File: src/rtl/mge_phy_reconfig_rmw_sequencer.sv
// mge_phy_reconfig_rmw_sequencer
// Walks a DPRIO table of {address, mask, value} entries and applies each one
// to the transceiver reconfig Avalon-MM port as a masked read-modify-write.
// Full-mask entries skip the read; zero-mask entries skip the bus entirely.
module mge_phy_reconfig_rmw_sequencer #(
    parameter int RAM_DEPTH      = 7,
    parameter int IDX_W          = (RAM_DEPTH > 1) ? $clog2(RAM_DEPTH) : 1,
    parameter int TIMEOUT_CYCLES = 1023
) (
    input  logic             clk,
    input  logic             reset,
    input  logic             start,
    output logic             busy,
    output logic             done,
    output logic             error,
    output logic [IDX_W-1:0] rom_index,
    input  logic [25:0]      rom_data,
    output logic [10:0]      reconfig_address,
    output logic             reconfig_read,
    output logic             reconfig_write,
    output logic [31:0]      reconfig_writedata,
    input  logic [31:0]      reconfig_readdata,
    input  logic             reconfig_waitrequest
);

    typedef enum logic [2:0] {
        S_IDLE,
        S_FETCH,
        S_RD,
        S_WR,
        S_NEXT,  // never occupied: its decision is folded into the exits of FETCH and WR
        S_DONE
    } state_t;

    localparam logic [IDX_W-1:0] LAST_IDX = IDX_W'(RAM_DEPTH - 1);
    localparam logic [15:0]      TO_LAST  = 16'(TIMEOUT_CYCLES - 1);

    state_t           state_q, state_d;
    logic [IDX_W-1:0] rom_index_q, rom_index_d;
    logic [9:0]       addr_q, addr_d;
    logic [7:0]       mask_q, mask_d;
    logic [7:0]       val_q, val_d;
    logic [7:0]       wdata_q, wdata_d;
    logic [15:0]      wait_cnt_q, wait_cnt_d;
    logic             busy_q, busy_d;
    logic             done_q, done_d;
    logic             error_q, error_d;
    logic             read_q, read_d;
    logic             write_q, write_d;

    logic             at_last;
    logic             timeout;
    logic [7:0]       rom_mask;
    logic             unused_readdata_hi;

    assign at_last            = (rom_index_q == LAST_IDX);
    // The stalled cycle that would bring the count to TIMEOUT_CYCLES is the last request cycle.
    assign timeout            = reconfig_waitrequest && (wait_cnt_q == TO_LAST);
    assign rom_mask           = rom_data[15:8];
    assign unused_readdata_hi = ^reconfig_readdata[31:8];

    // Next-state, datapath and registered-output decode for the table walk.
    always_comb begin
        // NOTE: every *_d gets a default before the case so no path leaves one unassigned (no latches).
        state_d     = state_q;
        rom_index_d = rom_index_q;
        addr_d      = addr_q;
        mask_d      = mask_q;
        val_d       = val_q;
        wdata_d     = wdata_q;
        error_d     = error_q;
        wait_cnt_d  = wait_cnt_q;

        case (state_q)
            S_IDLE: begin
                if (start) begin
                    state_d     = S_FETCH;
                    rom_index_d = '0;
                    error_d     = 1'b0;
                end
            end
            S_FETCH: begin
                addr_d = rom_data[25:16];
                mask_d = rom_mask;
                val_d  = rom_data[7:0];
                if (rom_mask == 8'h00) begin
                    if (at_last) begin
                        state_d = S_DONE;
                    end else begin
                        state_d     = S_FETCH;
                        rom_index_d = rom_index_q + IDX_W'(1);
                    end
                end else if (rom_mask == 8'hFF) begin
                    wdata_d = rom_data[7:0];
                    state_d = S_WR;
                end else begin
                    state_d = S_RD;
                end
            end
            S_RD: begin
                if (!reconfig_waitrequest) begin
                    wdata_d = (reconfig_readdata[7:0] & ~mask_q) | (val_q & mask_q);
                    state_d = S_WR;
                end else if (timeout) begin
                    error_d = 1'b1;
                    state_d = S_DONE;
                end
            end
            S_WR: begin
                if (!reconfig_waitrequest) begin
                    if (at_last) begin
                        state_d = S_DONE;
                    end else begin
                        state_d     = S_FETCH;
                        rom_index_d = rom_index_q + IDX_W'(1);
                    end
                end else if (timeout) begin
                    error_d = 1'b1;
                    state_d = S_DONE;
                end
            end
            S_DONE:  state_d = S_IDLE;
            default: state_d = S_IDLE;
        endcase

        // Stall counter restarts with every new transfer and counts its wait cycles.
        if ((state_d == S_RD || state_d == S_WR) && (state_d != state_q)) begin
            wait_cnt_d = '0;
        end else if ((state_q == S_RD || state_q == S_WR) && reconfig_waitrequest) begin
            wait_cnt_d = wait_cnt_q + 16'd1;
        end

        // Outputs are registered decodes of the state being entered.
        busy_d  = (state_d != S_IDLE);
        done_d  = (state_d == S_DONE);
        read_d  = (state_d == S_RD);
        write_d = (state_d == S_WR);
    end

    // State and output registers; reset aborts any transfer in flight.
    always_ff @(posedge clk or posedge reset) begin
        if (reset) begin
            state_q     <= S_IDLE;
            rom_index_q <= '0;
            addr_q      <= '0;
            mask_q      <= '0;
            val_q       <= '0;
            wdata_q     <= '0;
            wait_cnt_q  <= '0;
            busy_q      <= 1'b0;
            done_q      <= 1'b0;
            error_q     <= 1'b0;
            read_q      <= 1'b0;
            write_q     <= 1'b0;
        end else begin
            // NOTE: non-blocking here so every flop samples the pre-edge values of the others.
            state_q     <= state_d;
            rom_index_q <= rom_index_d;
            addr_q      <= addr_d;
            mask_q      <= mask_d;
            val_q       <= val_d;
            wdata_q     <= wdata_d;
            wait_cnt_q  <= wait_cnt_d;
            busy_q      <= busy_d;
            done_q      <= done_d;
            error_q     <= error_d;
            read_q      <= read_d;
            write_q     <= write_d;
        end
    end

    assign busy               = busy_q;
    assign done               = done_q;
    assign error              = error_q;
    assign rom_index          = rom_index_q;
    assign reconfig_address   = {1'b0, addr_q};
    assign reconfig_read      = read_q;
    assign reconfig_write     = write_q;
    assign reconfig_writedata = {24'h0, wdata_q};

endmodule

File: config.mk
export PLATFORM = sky130hd
export DESIGN_NAME = mge_phy_reconfig_rmw_sequencer
export DESIGN_NICKNAME = d
export VERILOG_FILES = /design/src/rtl/mge_phy_reconfig_rmw_sequencer.sv
export SDC_FILE = /design/constraint.sdc
export NUM_CORES = 1
export LEC_CHECK = 0
export ABC_AREA = 1
export BUFFER_PORTS_ARGS = -buffer_cell sky130_fd_sc_hd__buf_2
export CAP_MARGIN = 10
export CORE_AREA = 5 5 88 90
export CTS_BUF_LIST = sky130_fd_sc_hd__clkbuf_16
export DETAILED_ROUTE_END_ITERATION = 8
export DIE_AREA = 0 0 93 95
export PLACE_DENSITY_LB_ADDON = 0.15
export SLEW_MARGIN = 20
export SYNTH_ARGS = -nofsm -noshare
export SYNTH_HDL_FRONTEND = slang
export SYNTH_SLANG_ARGS = --single-unit
export TNS_END_PERCENT = 30
File: constraint.sdc
create_clock -name clk -period 3.38 [get_ports clk]
set_input_delay 0.676 -clock clk [delete_from_list [all_inputs] [get_ports clk]]
set_output_delay 0.676 -clock clk [all_outputs]
set_load 0.01 [all_outputs]
Word-level counts from Yosys, hierarchy flattened --
Cells that the tools add are included.
Word-level totals: register bits 61, input port bits 62, word-level logic and storage cells 75
Operators by class: $add $sub $neg 2, equality and inequality tests 18, muxes and demuxes 23, bitwise logic cells 4, reductions and logical operators 16
Operator list (count):
- $mux 16 | 2
- $mux 3 | 10
- $mux 8 | 3
- $add 16x1->16 const B | 1
- $and 8x8->8 | 2
- $eq 16x10->1 const B | 1
- $pmux 8 s2 | 1
- $eq 3x2->1 const B | 4
- $ne 2x2->1 const B | 6
- $pmux 3 s4 | 1
- $reduce_and 4->1 | 3
- $pmux 3 s3 | 1
- $eq 8x8->1 const B | 1
- $logic_not 8->1 | 1
- $not 8->8 | 1
- $or 8x8->8 | 1
- $eq 3x3->1 const B | 2
- $reduce_bool 2->1 | 3
- $reduce_bool 3->1 | 2
- $mux 1 | 4
- $ne 2x1->1 const B | 2
- $add 3x1->3 const B | 1
- $eq 3x1->1 const B | 1
- $logic_and 1x1->1 | 3
- other kinds (5) | 6

Logic depth before layout (Yosys ltp) --
Gate-level depths: netlist of the first run.
depth after elaboration 9, gate-level depth with buffers 10

Worst setup path after synthesis of the first run --
OpenSTA, ideal clock, no wires.
kind input -> register, start input port rom_data[11], end register busy_q, in the netlist busy, data arrival time 1.496 ns, required time 3.249 ns, path slack 1.753 ns, cell stages on the path 8, path buffers 0, cell sequence nor2_1 > nand2_1 > nor2_2 > nor2_1 > nor2_2 > nand2_1 > inv_2 > nand3_1
RTL lines:
- from (decl) | line 17 | input logic [25:0] rom_data,
- $logic_not 8->1 | line 86 | if (rom_mask == 8'h00) begin
- $mux 3 | line 86
- $pmux 3 s4 | line 74 | case (state_q)
- via state_d[1] | line 38 | state_t state_q, state_d;
- $reduce_bool 3->1 | line 134 | busy_d = (state_d != S_IDLE);
- via busy_d | line 45 | logic busy_q, busy_d;
- to (signal assigned) | line 164 | busy_q <= busy_d;
- to (decl) | line 45
The timed path passes the listed nets, and every way through them passes these cells. A chain may end at the register's enable or synchronous reset.

Final worst setup path of the first run --
start register state_q[0], end register wdata_q[3]
On the way: cells in the longest elaborated chain, start to end 3
RTL lines:
- from (decl) | line 38
- from (signal assigned) | line 157 | state_q <= state_d;
- $eq 3x1->1 / $eq 3x2->1 (equally long branches) | line 74
- $ne 2x2->1 (no line) / $reduce_bool 2->1 (equally long branches)
- $reduce_and 4->1 (no line)
- to (signal assigned) | line 162 | wdata_q <= wdata_d;
- to (decl) | line 43 | logic [7:0] wdata_q, wdata_d;
Parallel ways exist; a longest one is shown, timed or not.

==> results.md, run 1 <==
* Ant diodes at 0
* Clock share of power at 0.253
* RSZ-0062 raised after global routing: false
* Required @ worst endpoint at 3640 ps
* Sequential share of power at 0.379
* Final period util at 0.5932
* Fillers at 675
* P_int at 1.847 mW
* Layout cells sized above 1 at 0.1912
* Routed vias/inst at a little under 5
* Peak supply drop at 0.3345 mV
* Post-route ant nets at 0
* Ports at 113
* Core Rows at 31
* Util after Layout at 0.5538
* CP delay by family, top: simple AND/OR/NAND/NOR gates
* Global Route Usage Sum at 0.1765
* Core Area at 6982 sq um
* Chip height at 95 um
* Hpwl dp at 5.249 mm
* TritonCTS clock tree: yes
* Ys async rst share at 1.000
* Run status: complete, no violations
* Worst setup SP type: flop
* Synth area leaders: dfrtp_1 (46%), nand2_1 (16%), buf_4 (6.1%)
* Syn_area_per_cell at 7.708 sq um
* CTS sink cnt at 61
* Part of the power in combinational logic at 0.367
* Clock skew at 5.057 ps
* Flops & latches, synth at 61
* Crit path max fanout at 21
* Pwr dens at 785.0 nW/um^2
* Sum of negative setup slack at 0 ps
* Clock Pin Slew Worst Setup and Hold Paths at 50 ps
* Resized Gates After CTS at 0
* Vias in the first global route at 2714
* Largest area contributor in the netlist: dfrtp_1
* Final Cell Area at 3866 sq um
* Final Hold Viols at 0
* GPL Wtd Cong at 0.8932
* Most frequent cell after synthesis: nand2_1
* Fmax at ~0.5 GHz
* Placed cell areas at 3617 sq um
* Sw frac at 0.3915
* First-pass GRT wire length at 12.32 mm
* Longest Clk Path Bufs at 2
* I/O Buffers at 63
* Pins Over Slew Limit at 0
* Residual DRC at 0
* Setup-failing EPs final at 0
* Vias at 2809
* Most used DFF post-synth: dfrtp_1
* Critical Path, Cell by Cell: nand2_2, inv_2, nand4_4, nand2_2, nand2_1, nand2_1
* Largest net degree at the start of global routing at 62
* Synth top cells by count: nand2_1 (146), dfrtp_1 (61), nor2_1 (41)
* Slowest CP cell: dfrtp_1
* Wire per inst at 12.46 um
* Leak pwr at 2.130 nW
* Synth cell types at 32
* Clock buffer count from CTS at 9
* CTS Hold Bufs at 0
* Htree depth at 3
* Slew HR at 0.4933
* Drt pass-1 iters at 4
* Sequential area share after synthesis at 0.4595
* Critical Setup Path Class: flop to flop
* Initial core utilization at 0.4758
* Root buffer cell: clkbuf_16
* Max Cap Viol at 0
* Die footprint at 8835 sq um
* Synth Instances at 431
* Initial antenna violation count at 0
* Share of the synthesized area in the top cell type at 0.4595
* WL final at 7.279 mm
* Number of enable flip-flop cells after synthesis at 0
* Chip width at 93 um
* Crit path capture type: flop
* WP buf/inv at 1
* Worst-margin pin slew at about 760 ps
* Minimum clock period at around 2000 ps
* Mapped cell area at 3322 sq um
* # Post-CTS Setup Buffers at 0
* DRT iter0 DRCs at between 100 and 150
* Area Growth Syn to Fin at 16.38%
* Arr. time, crit path at between 2000 and 2500 ps
* CP max stage delay at 590 ps
* Worst hold path class: flop to flop
* Total gr overflow at 0
* Worst-Skew Late Latency at 320 ps
* Net Switching at 1.188 mW
* Layout Nets at between 500 and 600
* Total number of yosys warnings at 0
[kinds of logic after synthesis]
kind of cell,count (synthesis),synth area share
simple gates,240,0.3134
buf+inv,79,0.1205
flops,61,0.4595
compound gates,37,0.06667
xor+xnor,9,0.02373
fa+ha+maj,4,0.01507
other cells,1,0.001129
[placed cells by master (no fill, tap or decap), types with 2 or more instances in the layout]
master | synthesis | routed
o211ai_1 | 8 | 8
nand4_1 | 10 | 10
nor2_1 | 41 | 41
clkbuf_16 | 0 | 9
nor3_1 | 4 | 4
inv_1 | 40 | 41
xor2_1 | 6 | 6
nand3_1 | 23 | 23
o21ai_0 | 15 | 15
or2_2 | 2 | 2
o21ai_1 | 8 | 8
nand3b_1 | 2 | 2
buf_4 | 27 | 2
clkinv_1 | 0 | 3
buf_2 | 2 | 63
nand2_2 | 3 | 3
nand2_1 | 146 | 146
a21oi_1 | 3 | 3
nor2_2 | 4 | 4
conb_1 | 1 | 25
dfrtp_1 | 61 | 61
ha_1 | 4 | 4
inv_2 | 6 | 7
xnor2_1 | 3 | 3
[metal layers]
layer  up-vias  GRT usage  part of all wire
li1       1442          -                 -
met1      1296     0.2333              0.46
met2        61     0.2789              0.47
met3        10    0.03825             0.046
met4         0    0.07814             0.017
met5         -          0                 0
[final timing paths]
kind                       startpoint    endpoint  slack (ps)  cells after the start
min reg2reg                 addr_q[8]   addr_q[8]         470                      2
max reg2reg                state_q[0]  wdata_q[3]        1380                      6
min                         addr_q[8]   addr_q[8]         470                      2
max                        state_q[0]  wdata_q[3]        1380                      6
min in group asynchronous       reset   addr_q[4]         570                      3
max in group asynchronous       reset       error        2310                      3
[flip-flops by register name, indices dropped and copies added (netlist names), 3 cells and up]
| register | cells |
|---|---|
| addr_q | 10 |
| wdata_q | 8 |
| rom_index | 3 |
| mask_q | 8 |
| wait_cnt_q | 16 |
| val_q | 8 |
| state_q | 3 |
[layout make-up]
type / count / area, sq um / area share
flip-flops and latches: 61 / 1526 / 0.3948
multi-input cells: 315 / 1485 / 0.3841
repair buffers: 65 / 330.3 / 0.08544
clock buffers: 9 / 225.2 / 0.05825
inverters: 46 / 172.7 / 0.04466
well taps: 82 / 102.6 / 0.02654
clock inverters: 6 / 23.77 / 0.006149
[through the flow]
step | std cells | setup WS, ps | power [mW] | hold slack, ps
after global routing | 584 | 1179 | 3.286 | 493.5
after CTS | 584 | 1337 | 3.081 | 474.8
after floorplan | 455 | 1191 | 1.970 | 445.7
after detailed placement | 569 | 1337 | 2.294 | 460.3
final | 584 | 1375 | 3.035 | 469.9
after global placement | 569 | 1347 | 2.261 | 459.5
[tightest hold or removal path, stage by stage (launching register included)]
cell     delay [ps]
dfrtp_1         330
nand2_1          50
nand2_1          50
[power groups by stage]
stage / Clock (mW) / Combinational, mW / Sequential, mW
2_1_floorplan: 0 / 0.789 / 1.18
3_3_place_gp: 0 / 1.11 / 1.16
3_5_place_dp: 0 / 1.14 / 1.16
4_1_cts: 0.789 / 1.14 / 1.15
5_1_grt: 0.824 / 1.28 / 1.18
6_report: 0.769 / 1.11 / 1.15
(Power assumes the default switching activity.)
==> run 2, diff against run 1 <==
Settings changed: ABC_AREA 1 to 0, CORE_AREA 5 5 88 90 to 5 5 87 89, DIE_AREA 0 0 93 95 to 0 0 92 94.
Clock period 3.38 ns to 1.85 ns, I/O delays scaled along.
==> run 2 against run 1 <==
Final cell count is 20% lower. Cell area up 4.7%. Non-clock buffer count grew 25. Largest power group is now combinational logic. Clock-buffer cell count unchanged. Via count shrank 16%. Synthesized area is 2.4% lower. Total power increased by 100%. First-iteration DRC count down 3.9%.
==> results.md, run 2 <==
* GRT Max-Usage Layer: met2
* Clock Pin Slew Worst Setup and Hold Paths at 50 ps (about the same)
* Commonest non-fill, non-tap cell in the layout: buf_2
* Total number of yosys warnings at 0 (unchanged)
* Sequential area share after synthesis at 0.4709 (+0.01135)
* TritonCTS clock tree: yes
* First-pass GRT wire length at 11.35 mm (-7.9%)
* Critical Path, Cell by Cell: inv_1, ha_1, or4bb_4, nor4_4, buf_4, o211a_1, a31oi_1
* Syn_area_per_cell at 11.06 sq um (+44%)
* Most used DFF post-synth: dfrtp_1
* # Post-CTS Setup Buffers at 0 (unchanged)
* Min Hold Slack at 113.5 ps (-356.5 ps)
* Most frequent cell after synthesis: dfrtp_1
* CTS Hold Bufs at 0 (unchanged)
* Total gr overflow at 0 (unchanged)
* Fmax at 0.5518 GHz (+11%)
* Peak supply drop at 0.9422 mV (+180%)
* Initial core utilization at 0.4852 (+0.009400)
* Synth cell types at 47 (+47%)
* Flops & latches, synth at 61 (unchanged)
* Top flop regs: wait_cnt_q (16), addr_q (10)
* Clock skew at 7.193 ps (+2.136 ps)
* CP max stage delay at 470 ps (-120 ps)
* Global Route Usage Sum at 0.1649 (-0.01164)
* Initial antenna violation count at 0 (unchanged)
* Pins Over Slew Limit at 0 (unchanged)
* WP buf/inv at 2 (+1)
* Core Area at 6681 sq um (-4.3%)
* R2r worst-path depth at 7 (+1)
* Most frequent cells in the layout: buf_2 (63), dfrtp_1 (61), mux2_2 (27)
* Worst setup SP type: flop
* Ports at 113 (unchanged)
* Ant diodes at 0 (unchanged)
* Run status: complete, no violations
* Max Cap Viol at 0 (unchanged)
* Synth Instances at 293 (-32%)
* CTS sink cnt at 61 (unchanged)
* Minimum clock period at 1812 ps (-192.7 ps)
* Pwr dens at 1516 nW/um^2 (+93%)
* I/O Buffers at 63 (unchanged)
* Synth top cells by count: dfrtp_1 (61), buf_4 (28), mux2_2 (27)
* Part of the power in combinational logic at 0.371 (+0.004)
* Met1 GRT Util at 0.1923 (-0.04096)
* Routed vias/inst at 5.062 (+5.2%)
* Worst hold path class: input port to asynchronous set/reset pin
* Critical Setup Path Class: flop to flop
* DRT iter0 DRCs at 99 (-3.9%)
* Htree depth at 3 (unchanged)
* Crit path capture type: flop
* Sequential share of power at 0.347 (-0.032)
* Ys async rst share at 1.000 (unchanged)
* Share of the synthesized area in the top cell type at 0.4709 (+0.01135)
* Largest register FFs at 16 (unchanged)
* Longest Clk Path Bufs at 2 (unchanged)
* Setup ws final at 37.72 ps (-1337 ps)
* Die footprint at 8648 sq um (-2.1%)
* FF-to-FF Start: wait_cnt_q[0]
* RSZ-0062 raised after global routing: true
* Layout cells sized above 1 at 0.3824 (+0.1912)
* Sw frac at 0.3211 (-0.07037)
* Final Hold Viols at 0 (unchanged)
* R2r setup slk at 40 ps (-1340 ps)
* Slowest CP cell: or4bb_4
* Vias at 2364 (-16%)
* Post-route ant nets at 0 (unchanged)
* Net Switching at 1.971 mW (+66%)
* Worst-Skew Late Latency at 330 ps (about the same)
* Arr. time, crit path at 2000 ps (-260 ps)
* Crit path max fanout at 5 (-76%)
* Final period util at 0.9796 (+0.3864)
* Crit. Startpoint: wait_cnt_q[0]
* Clock buffer count from CTS at 9 (unchanged)
* Sum of negative setup slack at 0 ps (unchanged)
* Layout Nets at 448 (-21%)
* Chip height at 94 um (-1.1%)
* CP delay by family, top: simple AND/OR/NAND/NOR gates
* GPL Wtd Cong at 0.7986 (-11%)
* Met2 GRT Util at 0.2798 (+0.0008611)
* Vias in the first global route at 2493 (-8.1%)
* Residual DRC at 0 (unchanged)
* Largest area contributor in the netlist: dfrtp_1
* Required @ worst endpoint at 2030 ps (-1610 ps)
* Fillers at 583 (-14%)
* Leak pwr at 1.958 nW (-8.1%)
* Synth area leaders: dfrtp_1 (47%), mux2_2 (9.4%), buf_4 (6.5%)
* Area Growth Syn to Fin at 24.89%
* Dpl ws at -52.64 ps (-1390 ps)
* Wire per inst at 14.12 um (+13%)
* Reg2reg end: reconfig_write
* Drt pass-1 iters at 4 (unchanged)
* Top reg by flops: wait_cnt_q
* WP depth at 7 (+1)
* Root buffer cell: clkbuf_16
* Hpwl dp at 4.831 mm (-8.0%)
* Number of enable flip-flop cells after synthesis at 0 (unchanged)
* Met3 usage at 0.05128 (+0.01304)
* WL final at 6.595 mm (-9.4%)
* CP Capture Point: reconfig_write
* Chip width at 92 um (-1.1%)
* Clock share of power at 0.282 (+0.029)
* Largest net degree at the start of global routing at 62 (unchanged)
* Core Rows at 30 (-3.2%)
* Setup-failing EPs final at 0 (unchanged)
* P_int at 4.168 mW (+130%)
* Mapped cell area at 3242 sq um (-2.4%)
## run 2: cell count changes in the layout (fill, tap and decap cells not counted), moves of 7 or more
| cell | before | now |
|---|---|---|
| inv_1 | 41 | 16 |
| nand3_1 | 23 | 11 |
| nor2_1 | 41 | 15 |
| buf_4 | 2 | 25 |
| nand2_1 | 146 | 17 |
| mux2i_1 | 0 | 20 |
| inv_2 | 7 | 0 |
| mux2_2 | 0 | 27 |
| o211ai_1 | 8 | 1 |
## run 2: stage by stage
step	power, mW	std cells	cell area [sq um]	util
after floorplan	3.688	317	3336	-
after global placement	4.396	451	3737	0.5594
after detailed placement	4.458	451	3737	0.5594
after CTS	6.216	467	4049	0.6060
after global routing	6.556	467	4049	0.6060
final	6.139	467	4049	0.6060
## run 2: layer usage
layer	wire, um	part of all wire	vias up
met2	3217	0.49	59
met1	2863	0.43	1134
met3	393	0.060	10
met4	121	0.018	0
li1	-	-	1161
met5	0	0	-
## run 2: worst min path at each step
stage / cells past startpoint / from / to
floorplan: 1 / reset / addr_q[0]
global placement: 3 / reset / wait_cnt_q[6]
detailed placement: 3 / reset / wait_cnt_q[6]
CTS: 3 / reset / wdata_q[3]
global route: 3 / reset / wait_cnt_q[5]
finish: 3 / reset / wait_cnt_q[5]
## run 2: power by group through the flow
| stage | logic, mW | registers [mW] | clock network, mW |
|---|---|---|---|
| floorplan | 1.48 | 2.21 | 0 |
| global placement | 2.27 | 2.13 | 0 |
| detailed placement | 2.31 | 2.15 | 0 |
| CTS | 2.32 | 2.14 | 1.76 |
| global route | 2.54 | 2.20 | 1.82 |
| finish | 2.28 | 2.13 | 1.73 |
## run 2: area by class of cell
| class | count | area [sq um] | area share |
|---|---|---|---|
| Multi-Input combinational cell | 205 | 1511 | 0.3733 |
| Tap cell | 80 | 100.1 | 0.02472 |
| Clock buffer | 9 | 225.2 | 0.05562 |
| Clock inverter | 7 | 82.58 | 0.02040 |
| Timing Repair Buffer | 90 | 543.0 | 0.1341 |
| Sequential cell | 61 | 1526 | 0.3770 |
| Inverter | 15 | 60.06 | 0.01483 |
## run 2: kinds of logic after synthesis
| kind of cell | count (synthesis) | synth area share |
|---|---|---|
| fa+ha+maj | 4 | 0.01544 |
| compound gates | 35 | 0.07488 |
| mux | 47 | 0.1555 |
| buf+inv | 51 | 0.09379 |
| simple gates | 85 | 0.1640 |
| xor+xnor | 9 | 0.02432 |
| flops | 61 | 0.4709 |
| other cells | 1 | 0.001157 |
## run 2: tightest hold or removal path, delay by kind of cell
kind,cells,cell delay [ps]
buffers and inverters,3,460
## run 2: timing repair
item | 4_1_cts | 5_1_grt
resized for setup | 1 | 0
pin swaps | 2 | 1
endpoints found under the setup margin | 4 | 4
==> run 3, diff against run 2 <==
Settings changed: GPL_TIMING_DRIVEN set to 0.
==> run 3 against run 2 <==
Final cell count grew 3.0%. Clock skew shrank 2.3 ps. Flip-flop and latch count is the same. Maximum frequency grew 0.78%. Non-clock buffer count grew 14. Via count grew 1.4%. Cell area grew 2.1%. Clock power shrank 12%. Critical path type unchanged. Largest cell class is now multi-input gates. Highest routed layer unchanged.
==> results.md, run 3 (synthesis gave the netlist of run 2 again) <==
* Clock skew at 4.850 ps (-2.343 ps)
* Layout Nets at 462 (+3.1%)
* Max Cap Viol at 0 (unchanged)
* Routed vias/inst at 4.983 (-1.6%)
* Layout cells sized above 1 at 0.4140 (+0.03154)
* Root buffer cell: clkbuf_16
* Run status: complete, no violations
* CTS Hold Bufs at 0 (unchanged)
* Chip height at 94 um (unchanged)
* Largest net degree at the start of global routing at 28 (-55%)
* Dpl ws at -202.2 ps (-149.6 ps)
* Drt pass-1 iters at 4 (unchanged)
* Vias in the first global route at 2406 (-3.5%)
* WL final at 6.777 mm (+2.8%)
* DRT iter0 DRCs at 100 (+1.0%)
* Worst hold path class: input port to asynchronous set/reset pin
* Peak supply drop at 0.9051 mV (-3.9%)
* Hpwl dp at 5.112 mm (+5.8%)
* Crit path max fanout at 5 (unchanged)
* GPL Wtd Cong at 0.8102 (+1.5%)
* I/O Buffers at 63 (unchanged)
* Overall power at 5.920 mW (-3.6%)
* Htree depth at 3 (unchanged)
* Worst setup SP type: flop
* Clock Pin Slew Worst Setup and Hold Paths at 60 ps (about the same)
* First-pass GRT wire length at 11.60 mm (+2.2%)
* Wire per inst at 14.09 um (-0.23%)
* Die footprint at 8648 sq um (unchanged)
* Initial antenna violation count at 0 (unchanged)
* Multi-input gate area at 1530 sq um (+1.2%)
* Most frequent cells in the layout: buf_2 (68), dfrtp_1 (60), buf_4 (31)
* Global Route Usage Sum at 0.1693 (+0.004474)
* Arr. time, crit path at 1980 ps (-20 ps)
* Setup-failing EPs final at 0 (unchanged)
* Fillers at 568 (-2.6%)
* Top flop regs: wait_cnt_q (16), addr_q (10)
* Ant diodes at 0 (unchanged)
* Pwr dens at 1432 nW/um^2 (-5.5%)
* Leak pwr at 1.994 nW (+1.9%)
* Initial core utilization at 0.4852 (unchanged)
* Crit path capture type: flop
* TritonCTS clock tree: yes
* Longest Clk Path Bufs at 2 (unchanged)
* Fmax at 0.5561 GHz (+0.78%)
* Clock buffer count from CTS at 9 (unchanged)
* Placed cell areas at 3799 sq um (+1.6%)
* RSZ-0062 raised after global routing: true
* Residual DRC at 0 (unchanged)
* Post-Place Cells at 462 (+2.4%)
* Final Hold Viols at 0 (unchanged)
* Core Rows at 30 (unchanged)
* Minimum clock period at 1798 ps (-14.06 ps)
* Final period util at 0.9720 (-0.007599)
* Ports at 113 (unchanged)
* Required @ worst endpoint at 2040 ps (about the same)
* Sequential Area at 1528 sq um (about the same)
* Area Growth Syn to Fin at 27.52%
* CTS sink cnt at 61 (unchanged)
* Final Cell Area at 4134 sq um (+2.1%)
* Critical Setup Path Class: flop to flop
* Total gr overflow at 0 (unchanged)
* Chip width at 92 um (unchanged)
* Worst-Skew Late Latency at 320 ps (about the same)
* Largest register FFs at 16 (unchanged)
* Sum of negative setup slack at 0 ps (unchanged)
* Cell Count, Final, Fillers Out at 481 (+3.0%)
* Setup ws final at 51.78 ps (+14.06 ps)
* Top reg by flops: wait_cnt_q
* Pins Over Slew Limit at 0 (unchanged)
* Vias at 2397 (+1.4%)
* Core Area at 6681 sq um (unchanged)
* Post-route ant nets at 0 (unchanged)
* Commonest non-fill, non-tap cell in the layout: buf_2
-- run 3: cell count changes in the layout (fill, tap and decap cells not counted), moves of 2 or more --
cell | before | now
buf_4 | 25 | 31
bufinv_16 | 2 | 0
clkbuf_1 | 0 | 2
inv_1 | 16 | 13
buf_2 | 63 | 68
clkinv_2 | 3 | 0
clkinvlp_4 | 1 | 5
-- run 3: routing by layer --
layer,vias up,share of wire,GRT usage
met5,-,0,0
met4,0,0.016,0.07178
met3,13,0.068,0.04808
met2,66,0.49,0.2816
met1,1140,0.43,0.2061
li1,1178,-,-
-- run 3: report_power, final --
part	switching [mW]	leakage (nW)	internal, mW
clock network	0.612	0.122	0.906
logic	1.15	1.12	1.14
registers	0.287	0.757	1.83
-- run 3: path summary, 6_finish.rpt --
check / start / depth (start not counted) / slack, ps / endpoint
min in group clk: rom_data[25] / 2 / 270 / addr_q[9]
max in group asynchronous: reset / 3 / 1370 / addr_q[5]
min reg2reg: addr_q[9] / 1 / 500 / addr_q[9]
max: wait_cnt_q[0] / 7 / 50 / reconfig_write
max reg2reg: wait_cnt_q[0] / 7 / 50 / reconfig_write
min: reset / 2 / 30 / wdata_q[4]
-- run 3: repair_timing --
action	in CTS	in global routing
cloned	0	0
pin swaps	2	3
gates resized for setup	3	7
hold endpoints to repair	0	0
endpoints found under the setup margin	33	18
setup buffers	3	0
-- run 3: stage by stage --
step | hold WS [ps] | util
2_1_floorplan | 480.3 | -
6_report | 30.55 | 0.6187
4_1_cts | 32.05 | 0.6152
3_3_place_gp | 483.8 | 0.5614
5_1_grt | 50.71 | 0.6187
3_5_place_dp | 385.8 | 0.5685
-- run 3: worst max-delay path: stages (launching register included) --
cell	delay, ps
dfrtp_1	390
inv_2	70
ha_2	150
or4bb_4	460
nor4_4	210
buf_4	170
o211a_1	160
a31oi_1	40
-- run 3: layout make-up --
| cell class | count | area share |
|---|---|---|
| multi-input cells | 205 | 0.3702 |
| flip-flops and latches | 61 | 0.3696 |
| repair buffers | 68 | 0.09322 |
| plain buffers | 36 | 0.06144 |
| clock buffers | 9 | 0.05448 |
| well taps | 80 | 0.02421 |
| inverters | 15 | 0.01453 |
| clock inverters | 7 | 0.01241 |
